<file path="config.mk">
export PLATFORM = sky130hd
export DESIGN_NAME = pll_reset_sequencer
export DESIGN_NICKNAME = d
export VERILOG_FILES = /design/src/rtl/pll_seq_pkg.sv /design/src/rtl/sync_2ff.sv /design/src/rtl/pll_reset_sequencer.sv
export SDC_FILE = /design/constraint.sdc
export NUM_CORES = 1
export LEC_CHECK = 0
export ABC_AREA = 1
export BUFFER_PORTS_ARGS = -buffer_cell sky130_fd_sc_hd__buf_2
export CAP_MARGIN = 5
export CORE_UTILIZATION = 52
export DETAILED_ROUTE_END_ITERATION = 6
export HOLD_SLACK_MARGIN = 0.05
export PLACE_DENSITY = 0.75
export SKIP_CTS_REPAIR_TIMING = 1
export SYNTH_ARGS = -nofsm -noshare
export SYNTH_HDL_FRONTEND = slang
export SYNTH_HIERARCHICAL = 1
export SYNTH_SLANG_ARGS = --single-unit
</file>
<file path="constraint.sdc">
create_clock -name i_clk -period 1.5 [get_ports i_clk]
set_input_delay 0.075 -clock i_clk [delete_from_list [all_inputs] [get_ports i_clk]]
set_output_delay 0.075 -clock i_clk [all_outputs]
set_load 0.01 [all_outputs]
</file>
<file path="src/rtl/pll_seq_pkg.sv">
// Shared types and constants for the PLL reset sequencer.
package pll_seq_pkg;

  typedef enum logic [2:0] {
    RESET_HOLD = 3'd0,
    WAIT_LOCK  = 3'd1,
    STABILIZE  = 3'd2,
    RUN        = 3'd3,
    FAIL       = 3'd4
  } pll_seq_state_t;

  localparam int unsigned LOSS_CNT_W = 8;

  function automatic int unsigned max3(input int unsigned a, input int unsigned b,
                                       input int unsigned c);
    int unsigned m;
    m = (a > b) ? a : b;
    return (m > c) ? m : c;
  endfunction

endpackage

</file>
<file path="src/rtl/sync_2ff.sv">
// Generic two-flop synchronizer for a single asynchronous level.
module sync_2ff (
  input  logic i_clk,
  input  logic i_rst_n,
  input  logic i_d,
  output logic o_q
);

  logic meta_q;

  always_ff @(posedge i_clk or negedge i_rst_n) begin
    if (!i_rst_n) begin
      meta_q <= 1'b0;
      o_q    <= 1'b0;
    end else begin
      meta_q <= i_d;
      o_q    <= meta_q;
    end
  end

endmodule

</file>
<file path="src/rtl/pll_reset_sequencer.sv">
// PLL bring-up sequencer: pulses PLL reset, qualifies lock, releases the
// downstream reset, retries on timeout and re-sequences on lock loss.
module pll_reset_sequencer
  import pll_seq_pkg::*;
#(
  parameter int unsigned RST_HOLD_CYCLES     = 16,
  parameter int unsigned LOCK_STABLE_CYCLES  = 64,
  parameter int unsigned LOCK_TIMEOUT_CYCLES = 4096,
  parameter int unsigned MAX_RETRIES         = 3,
  localparam int unsigned RETRY_W = (MAX_RETRIES > 0) ? $clog2(MAX_RETRIES + 1) : 1
) (
  input  logic                  i_clk,
  input  logic                  i_rst_n,
  input  logic                  i_locked,
  input  logic                  i_restart,
  output logic                  o_pll_reset,
  output logic                  o_sys_rst_n,
  output logic                  o_ready,
  output logic                  o_error,
  output logic [RETRY_W-1:0]    o_retry_count,
  output logic [LOSS_CNT_W-1:0] o_lock_loss_count
);

  localparam int unsigned CNT_MAX = max3(RST_HOLD_CYCLES, LOCK_STABLE_CYCLES,
                                         LOCK_TIMEOUT_CYCLES);
  localparam int unsigned CNT_W   = $clog2(CNT_MAX) + 1;

  pll_seq_state_t          state_q, state_d;
  logic [CNT_W-1:0]        cnt_q, cnt_d;
  logic [RETRY_W-1:0]      retry_q, retry_d;
  logic [LOSS_CNT_W-1:0]   loss_q, loss_d;
  logic                    pll_reset_q, pll_reset_d;
  logic                    sys_rst_n_q, sys_rst_n_d;
  logic                    ready_q, ready_d;
  logic                    error_q, error_d;
  logic                    locked_s;

  sync_2ff u_lock_sync (
    .i_clk   (i_clk),
    .i_rst_n (i_rst_n),
    .i_d     (i_locked),
    .o_q     (locked_s)
  );

  // Next state; outputs decode from state_d so they move on the transition edge.
  always_comb begin
    state_d = state_q;
    retry_d = retry_q;
    loss_d  = loss_q;
    cnt_d   = cnt_q + CNT_W'(1);

    if (i_restart) begin
      state_d = RESET_HOLD;
      retry_d = '0;
    end else begin
      case (state_q)
        RESET_HOLD: begin
          if (cnt_q >= CNT_W'(RST_HOLD_CYCLES - 1)) state_d = WAIT_LOCK;
        end
        WAIT_LOCK: begin
          if (locked_s) begin
            state_d = STABILIZE;
          end else if (cnt_q >= CNT_W'(LOCK_TIMEOUT_CYCLES - 1)) begin
            if (retry_q < RETRY_W'(MAX_RETRIES)) begin
              retry_d = retry_q + RETRY_W'(1);
              state_d = RESET_HOLD;
            end else begin
              state_d = FAIL;
            end
          end
        end
        STABILIZE: begin
          if (!locked_s) begin
            state_d = WAIT_LOCK;
          end else if (cnt_q >= CNT_W'(LOCK_STABLE_CYCLES - 1)) begin
            state_d = RUN;
          end
        end
        RUN: begin
          if (!locked_s) begin
            state_d = RESET_HOLD;
            retry_d = '0;
            if (loss_q != '1) loss_d = loss_q + LOSS_CNT_W'(1);
          end
        end
        FAIL:    state_d = FAIL;
        default: state_d = RESET_HOLD;
      endcase
    end

    // The counter is only meaningful while dwelling in a timed state.
    if (i_restart || (state_d != state_q) || (state_q == RUN) || (state_q == FAIL)) begin
      cnt_d = '0;
    end

    pll_reset_d = (state_d == RESET_HOLD) || (state_d == FAIL);
    sys_rst_n_d = (state_d == RUN);
    ready_d     = (state_d == RUN);
    error_d     = (state_d == FAIL);
  end

  always_ff @(posedge i_clk or negedge i_rst_n) begin
    if (!i_rst_n) begin
      state_q     <= RESET_HOLD;
      cnt_q       <= '0;
      retry_q     <= '0;
      loss_q      <= '0;
      pll_reset_q <= 1'b1;
      sys_rst_n_q <= 1'b0;
      ready_q     <= 1'b0;
      error_q     <= 1'b0;
    end else begin
      state_q     <= state_d;
      cnt_q       <= cnt_d;
      retry_q     <= retry_d;
      loss_q      <= loss_d;
      pll_reset_q <= pll_reset_d;
      sys_rst_n_q <= sys_rst_n_d;
      ready_q     <= ready_d;
      error_q     <= error_d;
    end
  end

  assign o_pll_reset       = pll_reset_q;
  assign o_sys_rst_n       = sys_rst_n_q;
  assign o_ready           = ready_q;
  assign o_error           = error_q;
  assign o_retry_count     = retry_q;
  assign o_lock_loss_count = loss_q;

endmodule

</file>
==> results of run 1 <==
-- sequential cells by signal, summed over array words and instances, names as in the netlist --
name,count
cnt_q,13
o_lock_loss_count,8
state_q,3
o_retry_count,2
o_error,1
o_pll_reset,1
o_ready,1
u_lock_sync/meta_q,1
u_lock_sync/o_q,1
-- power groups by stage --
| stage | Sequential, µW | Combinational, µW | Clock, µW |
|---|---|---|---|
| after floorplan | 909 | 111 | 0 |
| after global placement | 901 | 212 | 0 |
| after detailed placement | 902 | 220 | 0 |
| after CTS | 886 | 221 | 699 |
| after global routing | 893 | 327 | 740 |
| final | 890 | 302 | 694 |
-- worst min-delay path by stage --
| stage | from | end | slack, ps | depth (start not counted) |
|---|---|---|---|---|
| 2_1_floorplan | i_rst_n | cnt_q[0] | -220 | 0 |
| 3_3_place_gp | i_rst_n | cnt_q[2] | 140 | 1 |
| 3_5_place_dp | i_rst_n | cnt_q[2] | 150 | 1 |
| 4_1_cts | i_rst_n | cnt_q[4] | -230 | 1 |
| 5_1_grt | i_restart | o_lock_loss_count[2] | 140 | 4 |
| 6_report | i_restart | o_lock_loss_count[2] | 150 | 4 |
-- Yosys cell counts (all sizes together) --
cell type	n
nor2	36
nand2	31
dfrtp	30
inv	22
nand3	17
nor3	8
xnor2	8
xor2	8
a21oi	5
ha	3
nand4	3
buf	2
o21ai	2
conb	1
dfstp	1
mux2	1
nand3b	1
o211ai	1
-- layout by cell type (no fill, tap or decap), drive strengths merged --
cell type	n
a21oi	5
buf	56
bufinv	1
clkbuf	7
clkinv	1
conb	1
dfrtp	30
dfstp	1
dlygate4sd3	3
ha	3
inv	22
mux2	1
nand2	31
nand3	17
nand3b	1
nand4	3
nor2	36
nor3	8
o211ai	1
o21ai	2
xnor2	8
xor2	8
-- metal layers --
| layer | GRT usage, % | up-vias |
|---|---|---|
| met2 | 37.1 | 27 |
| li1 | - | 695 |
| met4 | 7.14 | 0 |
| met1 | 26.2 | 681 |
| met5 | 0 | - |
| met3 | 6.03 | 13 |
-- area by class of cell --
cell class / count / area (µm²)
Multi-Input combinational cell: 125 / 866
Sequential cell: 31 / 778
Fill cell: 208 / 714
Timing Repair Buffer: 60 / 445
Inverter: 22 / 82.6
Tap cell: 44 / 55.1
Clock buffer: 6 / 51.3
Clock inverter: 2 / 35.0
-- per-stage QoR --
stage / worst slack (ps) / power (µW) / setup TNS [ps]
after floorplan: -59.4 / 1020 / -582
after global placement: -109 / 1110 / -1560
after detailed placement: -192 / 1120 / -2730
after CTS: -207 / 1810 / -3110
after global routing: -414 / 1960 / -7080
final: -295 / 1890 / -4550
-- worst register-to-register path, cell delays in order (launching register included) --
cell	delay (ps)
sky130_fd_sc_hd__dfrtp_1	470
sky130_fd_sc_hd__nand2_1	100
sky130_fd_sc_hd__nor2_2	210
sky130_fd_sc_hd__nand3b_1	140
sky130_fd_sc_hd__nand3_1	110
sky130_fd_sc_hd__nand2_1	80
sky130_fd_sc_hd__nand3_2	120
sky130_fd_sc_hd__nand2_2	70
sky130_fd_sc_hd__nand2_2	80
sky130_fd_sc_hd__nand3_4	90
sky130_fd_sc_hd__clkbuf_16	180
sky130_fd_sc_hd__nor2_2	90
-- logic make-up after synthesis --
group / synth area share (%)
fa+ha+maj: 2.28
simple gates: 32.1
mux: 0.684
xor+xnor: 8.52
other cells: 0.228
buf+inv: 6.16
flops: 47.2
compound gates: 2.81
==> impl_results.md, run 1 <==
* Status: finished, violations left
* Failing checks: setup timing
* Tightest Hold Check Type: in2reg
* Critical Path RT at 1790 ps
* Area of the core region at about 3000 µm²
* Cell Int Power at 1400 µW
* Leakage power figure at 0.00116 µW
* Setup CP Type: reg2reg
* Share of the synthesized area in the top cell type at 45.6%
* Share of the clock period used by the worst path at 120%
* Root buffer cell: sky130_fd_sc_hd__clkbuf_4
* Proportion of power drawn by combinational gates at between 10% and 20%
* Effective utilization at floorplan at 54.3%
* Routed length per instance at approximately 13 µm
* Worst-path clk slew at 110 ps
* Pin count of the biggest net entering global routing at 32
* First DRT Iteration DRCs at 33
* DPL Wire Length at 2430 µm
* Inserted Diodes at 0
* Placement-stage cell area at 2030 µm²
* Die outline area at 3390 µm²
* Clock insertion delay at the later pin of the skew report at 350 ps
* Fin crit period at between 1500 and 2000 ps
* Syn. warnings at 6
* Number of CTS-inserted buffers at 5
* Switching share of total power at 25.7%
* Number of nets produced by synthesis at roughly 190
* Max Fanout on Critical Path at 6
* Worst path slowest cell: sky130_fd_sc_hd__dfrtp_1
* Crit Reg-Reg Endpoint: cnt_q[3]
* Flop pwr share at 47.2%
* Number of vias in the routed layout at 1416
* Worst reg2reg path startpoint: cnt_q[3]
* Startpoint type of the worst setup path: flop
* Average instance area after synthesis at 9.14 µm²
* Buffers on Ports at 17
* Final worst setup slack at -295 ps
* Peak ir drop on the vdd network at 0.553 mV
* CP cell instances: nand2_1, nor2_2, nand3b_1, nand3_1, nand2_1, nand3_2, nand2_2, nand2_2, nand3_4, clkbuf_16, nor2_2
* Total wire length at 3910 µm
* I/O pin count at 18
* Global-route wire length before repair at 5440 µm
* Logic depth of the worst register-to-register path at 11
* Number of H-tree levels at 2
* Distinct cell type count after synthesis at 28
* Area of all placed cells without fillers at roughly 2300 µm²
* Cell area after technology mapping at 1650 µm²
* Post-route core utilization at 76.4%
* Worst EP arrival at 2080 ps
* Chip width at 58.3 µm
* Number of clock sinks at 31
* Global placer's final weighted congestion at around 0.87
* Yosys reg bits at 31
* Count of endpoints failing setup in the final report at 22
* Cell type contributing the most total cell area after synthesis: sky130_fd_sc_hd__dfrtp_1
* Total congestion overflow after global routing at 0
* Number of global-route vias before repair at 1284
* Number of nets in the finished design at roughly 250
* DR WL met2 at between 2000 and 2500 µm
* Hold Worst Slack at 147 ps
* Ratio of cells with drive above 1 in the final layout at 48.4%
* Max Clk Rate at 557 MHz
* Dpl cells at 271
* Most area-consuming cells after synthesis: sky130_fd_sc_hd__dfrtp_1 46%, sky130_fd_sc_hd__nand2_1 6.6%, sky130_fd_sc_hd__nor2_2 4.6%
* Power density cells at 815 nW/µm²
* Antenna violations before repair at 0
* Highest layer used for signal routing: met4
* Overall Global Routing Usage at 21.6%
* Internal reg-to-reg setup slack at -300 ps
* Logic depth of the worst setup path including buffers at 11
* Proportion of synthesized chip area in sequential cells at a little under half
* Number of placement rows at 20
* Slew Limit Fails at 0
* Area growth from synthesis to layout at 40.6%
* Dominant delay contributor by cell family on the critical path: simple AND/OR/NAND/NOR gates
* Number of detailed-routing iterations run before antenna repair at 4
* Worst setup path endpoint: cnt_q[3]
* Worst Tran Pin Value at 660 ps
* Max incr delay on CP at between 400 and 500 ps
* Clock network power share at between 30% and 40%
* Clock tree from TritonCTS: yes
* Critical Path Start: cnt_q[3]
* Number of standard cells in the layout, taps in and fillers out at 290
* Via density per instance at between 4 and 5
* Met1 Routed Length at ~1600 µm
* Critical path capture point type: flop
* Antenna viol nets, final at 0
* Buffers & Inverters on Critical Path at 1
* Met3 Routed Length at 126 µm
* Die height at 58.3 µm
* Worst slew margin relative to its limit at 56.0%
* Final Hold Violating Endpoints at 0
* Number of max-cap violations at 0
* Clock Tree Buf Depth at 2
* Switching pwr at 485 µW
* Worst Clk Skew at 21.0 ps
* Setup repair after global routing missed its margin: yes
* Gate count of the mapped netlist at 180
* Count of unresolved DRC violations after routing at 0
Power figures use the tool's default switching activity.
==> inputs of run 2 (changes only) <==
--- a/config.mk
+++ b/config.mk
@@ -10,6 +10,8 @@
 export CAP_MARGIN = 5
-export CORE_UTILIZATION = 52
+export CELL_PAD_IN_SITES_DETAIL_PLACEMENT = 0
+export CELL_PAD_IN_SITES_GLOBAL_PLACEMENT = 1
+export CORE_UTILIZATION = 40
 export DETAILED_ROUTE_END_ITERATION = 6
 export HOLD_SLACK_MARGIN = 0.05
-export PLACE_DENSITY = 0.75
+export PLACE_DENSITY_LB_ADDON = 0.1
 export SKIP_CTS_REPAIR_TIMING = 1
--- a/constraint.sdc
+++ b/constraint.sdc
@@ -3,2 +3,2 @@
 set_output_delay 0.075 -clock i_clk [all_outputs]
-set_load 0.01 [all_outputs]
+set_load 0.02 [all_outputs]
==> run 2 against run 1 <==
Effect of this change:
- the run still ends with setup timing left
- sequential power barely moved
- utilization shrank 14 points
- worst hold slack worse by 73 ps
- clock-buffer cell count unchanged
- non-clock buffer count rose by 10
- first-iteration DRC count rose by 120%
- cell count up 4.8%
- register-to-register slack better by 40 ps
- via count rose by 0.71%
- clock power down 7.2%
- routed wire length fell by 3.1%
- largest cell class unchanged
==> impl_results.md, run 2 (synthesis results as in run 1) <==
* Status: finished, violations left
* Failing checks: setup timing
* Number of vias in the routed layout at 1426
* Number of placement rows at 22
* Clock insertion delay at the later pin of the skew report at 290 ps
* Critical path capture point type: flop
* Setup repair after global routing missed its margin: yes
* Number of H-tree levels at 2
* Dpl cells at 288
* Proportion of power drawn by combinational gates at 16.0%
* Setup slack after placement at -189 ps
* Ratio of cells with drive above 1 in the final layout at between 50% and 60%
* Pin count of the biggest net entering global routing at 32
* Number of global-route vias before repair at 1413
* Worst slew margin relative to its limit at 54.6%
* Switching pwr at around 500 µW
* Routed length per instance at 12.5 µm
* Die height at 66.1 µm
* Flip-flop count of the largest register, all copies and words added at 13
* Number of max-cap violations at 0
* Area growth from synthesis to layout at 44.7%
* Number of detailed-routing iterations run before antenna repair at 4
* Buffers on Ports at 17
* Number of nets in the finished design at approximately 260
* Global placer's final weighted congestion at 0.834
* Global-route wire length before repair at about 6200 µm
* Count of endpoints failing setup in the final report at 21
* Inserted Diodes at 0
* Slew Limit Fails at 0
* Share of the clock period used by the worst path at 117%
* Clock tree from TritonCTS: yes
* Worst EP arrival at 1930 ps
* Leakage power figure at roughly 0.0012 µW
* Final Hold Violating Endpoints at 0
* First DRT Iteration DRCs at 73
* Die outline area at between 4000 and 5000 µm²
* Number of clock sinks at 31
* Fin crit period at between 1500 and 2000 ps
* Area of the core region at 3800 µm²
* Clock Tree Buf Depth at 2
* Worst Clk Skew at 5.48 ps
* Antenna violations before repair at 0
* Worst min-delay path startpoint: i_restart
* Total wire length at 3790 µm
* Antenna viol nets, final at 0
* Total congestion overflow after global routing at 0
* Via density per instance at roughly 4.7
* Total negative slack for setup checks at -3740 ps
* Critical Path Start: cnt_q[0]
* Setup CP Type: reg2reg
* Register name with the most flops: cnt_q
* Power density cells at ~770 nW/µm²
* Overall power of the completed layout at 1830 µW
* Root buffer cell: sky130_fd_sc_hd__clkbuf_8
* Max Clk Rate at 568 MHz
* Clock network power share at 35.2%
* Startpoint type of the worst setup path: flop
* Final worst setup slack at -260 ps
* Commonest cells after routing, fill and taps aside: 49 x sky130_fd_sc_hd__buf_4, 28 x sky130_fd_sc_hd__dfrtp_1, 22 x sky130_fd_sc_hd__nand2_1
* Hold Worst Slack at around 74 ps
* Cell Int Power at 1330 µW
* Switching share of total power at 27.5%
* Worst Tran Pin Value at 681 ps
* Number of CTS-inserted buffers at 5
* Chip width at 66.1 µm
* Tightest Hold Check Type: in2reg
* Most common library cell in the layout ignoring fill and taps: sky130_fd_sc_hd__buf_4
* Overall Global Routing Usage at 19.4%
* Critical Path RT at roughly 1700 ps
* Effective utilization at floorplan at 43.3%
* Max Fanout on Critical Path at 6
* DPL Wire Length at 2650 µm
* Count of unresolved DRC violations after routing at 0
* Flop pwr share at about half
* Worst-path clk slew at about 70 ps
* Worst reg2reg path startpoint: cnt_q[0]
* Number of standard cells in the layout, taps in and fillers out at slightly above 300
* Peak ir drop on the vdd network at 0.453 mV
* I/O pin count at 18
[run 2: final timing paths]
check                           slack, ps                   end  cells after the start
worst max-delay path                 -260             cnt_q[10]                     12
worst min-delay path                   70      o_retry_count[0]                      2
worst max register to register       -260             cnt_q[10]                     12
worst min register to register        350       u_lock_sync/o_q                      0
max in group asynchronous             660  o_lock_loss_count[0]                      2
min in group asynchronous             360               o_error                      2
[run 2: layout make-up]
class | count | area (µm²)
inverters | 22 | 82.6
multi-input cells | 125 | 856
repair buffers | 70 | 518
clock inverters | 2 | 12.5
fillers | 331 | 1420
well taps | 48 | 60.1
clock buffers | 6 | 72.6
flip-flops and latches | 31 | 779
[run 2: per-stage QoR]
stage	utilization [%]	cell area (µm²)
floorplan	-	1660
global placement	56.3	2140
detailed placement	56.3	2140
CTS	58.5	2220
global route	62.7	2380
finish	62.7	2380
[run 2: metal layers]
metal,global-route usage (%),routed length (µm),vias to the layer above
li1,-,-,716
met1,23.0,1640,668
met2,33.2,1920,36
met3,5.17,169,6
met4,7.98,60,0
met5,0,0,-
[run 2: power by group through the flow]
stage               logic, µW  clock network [µW]  registers, µW
finish                    293                 644            893
global route              322                 702            897
CTS                       238                 667            888
detailed placement        237                   0            904
global placement          230                   0            902
floorplan                 112                   0            920
[run 2: critical path: stages, from the launching register on]
cell and delay (ps):
sky130_fd_sc_hd__dfrtp_1 440, sky130_fd_sc_hd__ha_4 200, sky130_fd_sc_hd__nand3_4 90, sky130_fd_sc_hd__nand2_2 50, sky130_fd_sc_hd__nor2_1 90, sky130_fd_sc_hd__nand2_1 70, sky130_fd_sc_hd__a21oi_2 150, sky130_fd_sc_hd__nand3_2 110
sky130_fd_sc_hd__nand2_2 90, sky130_fd_sc_hd__nand2_2 70, sky130_fd_sc_hd__nand3_4 90, sky130_fd_sc_hd__clkbuf_16 160, sky130_fd_sc_hd__nor2_2 30
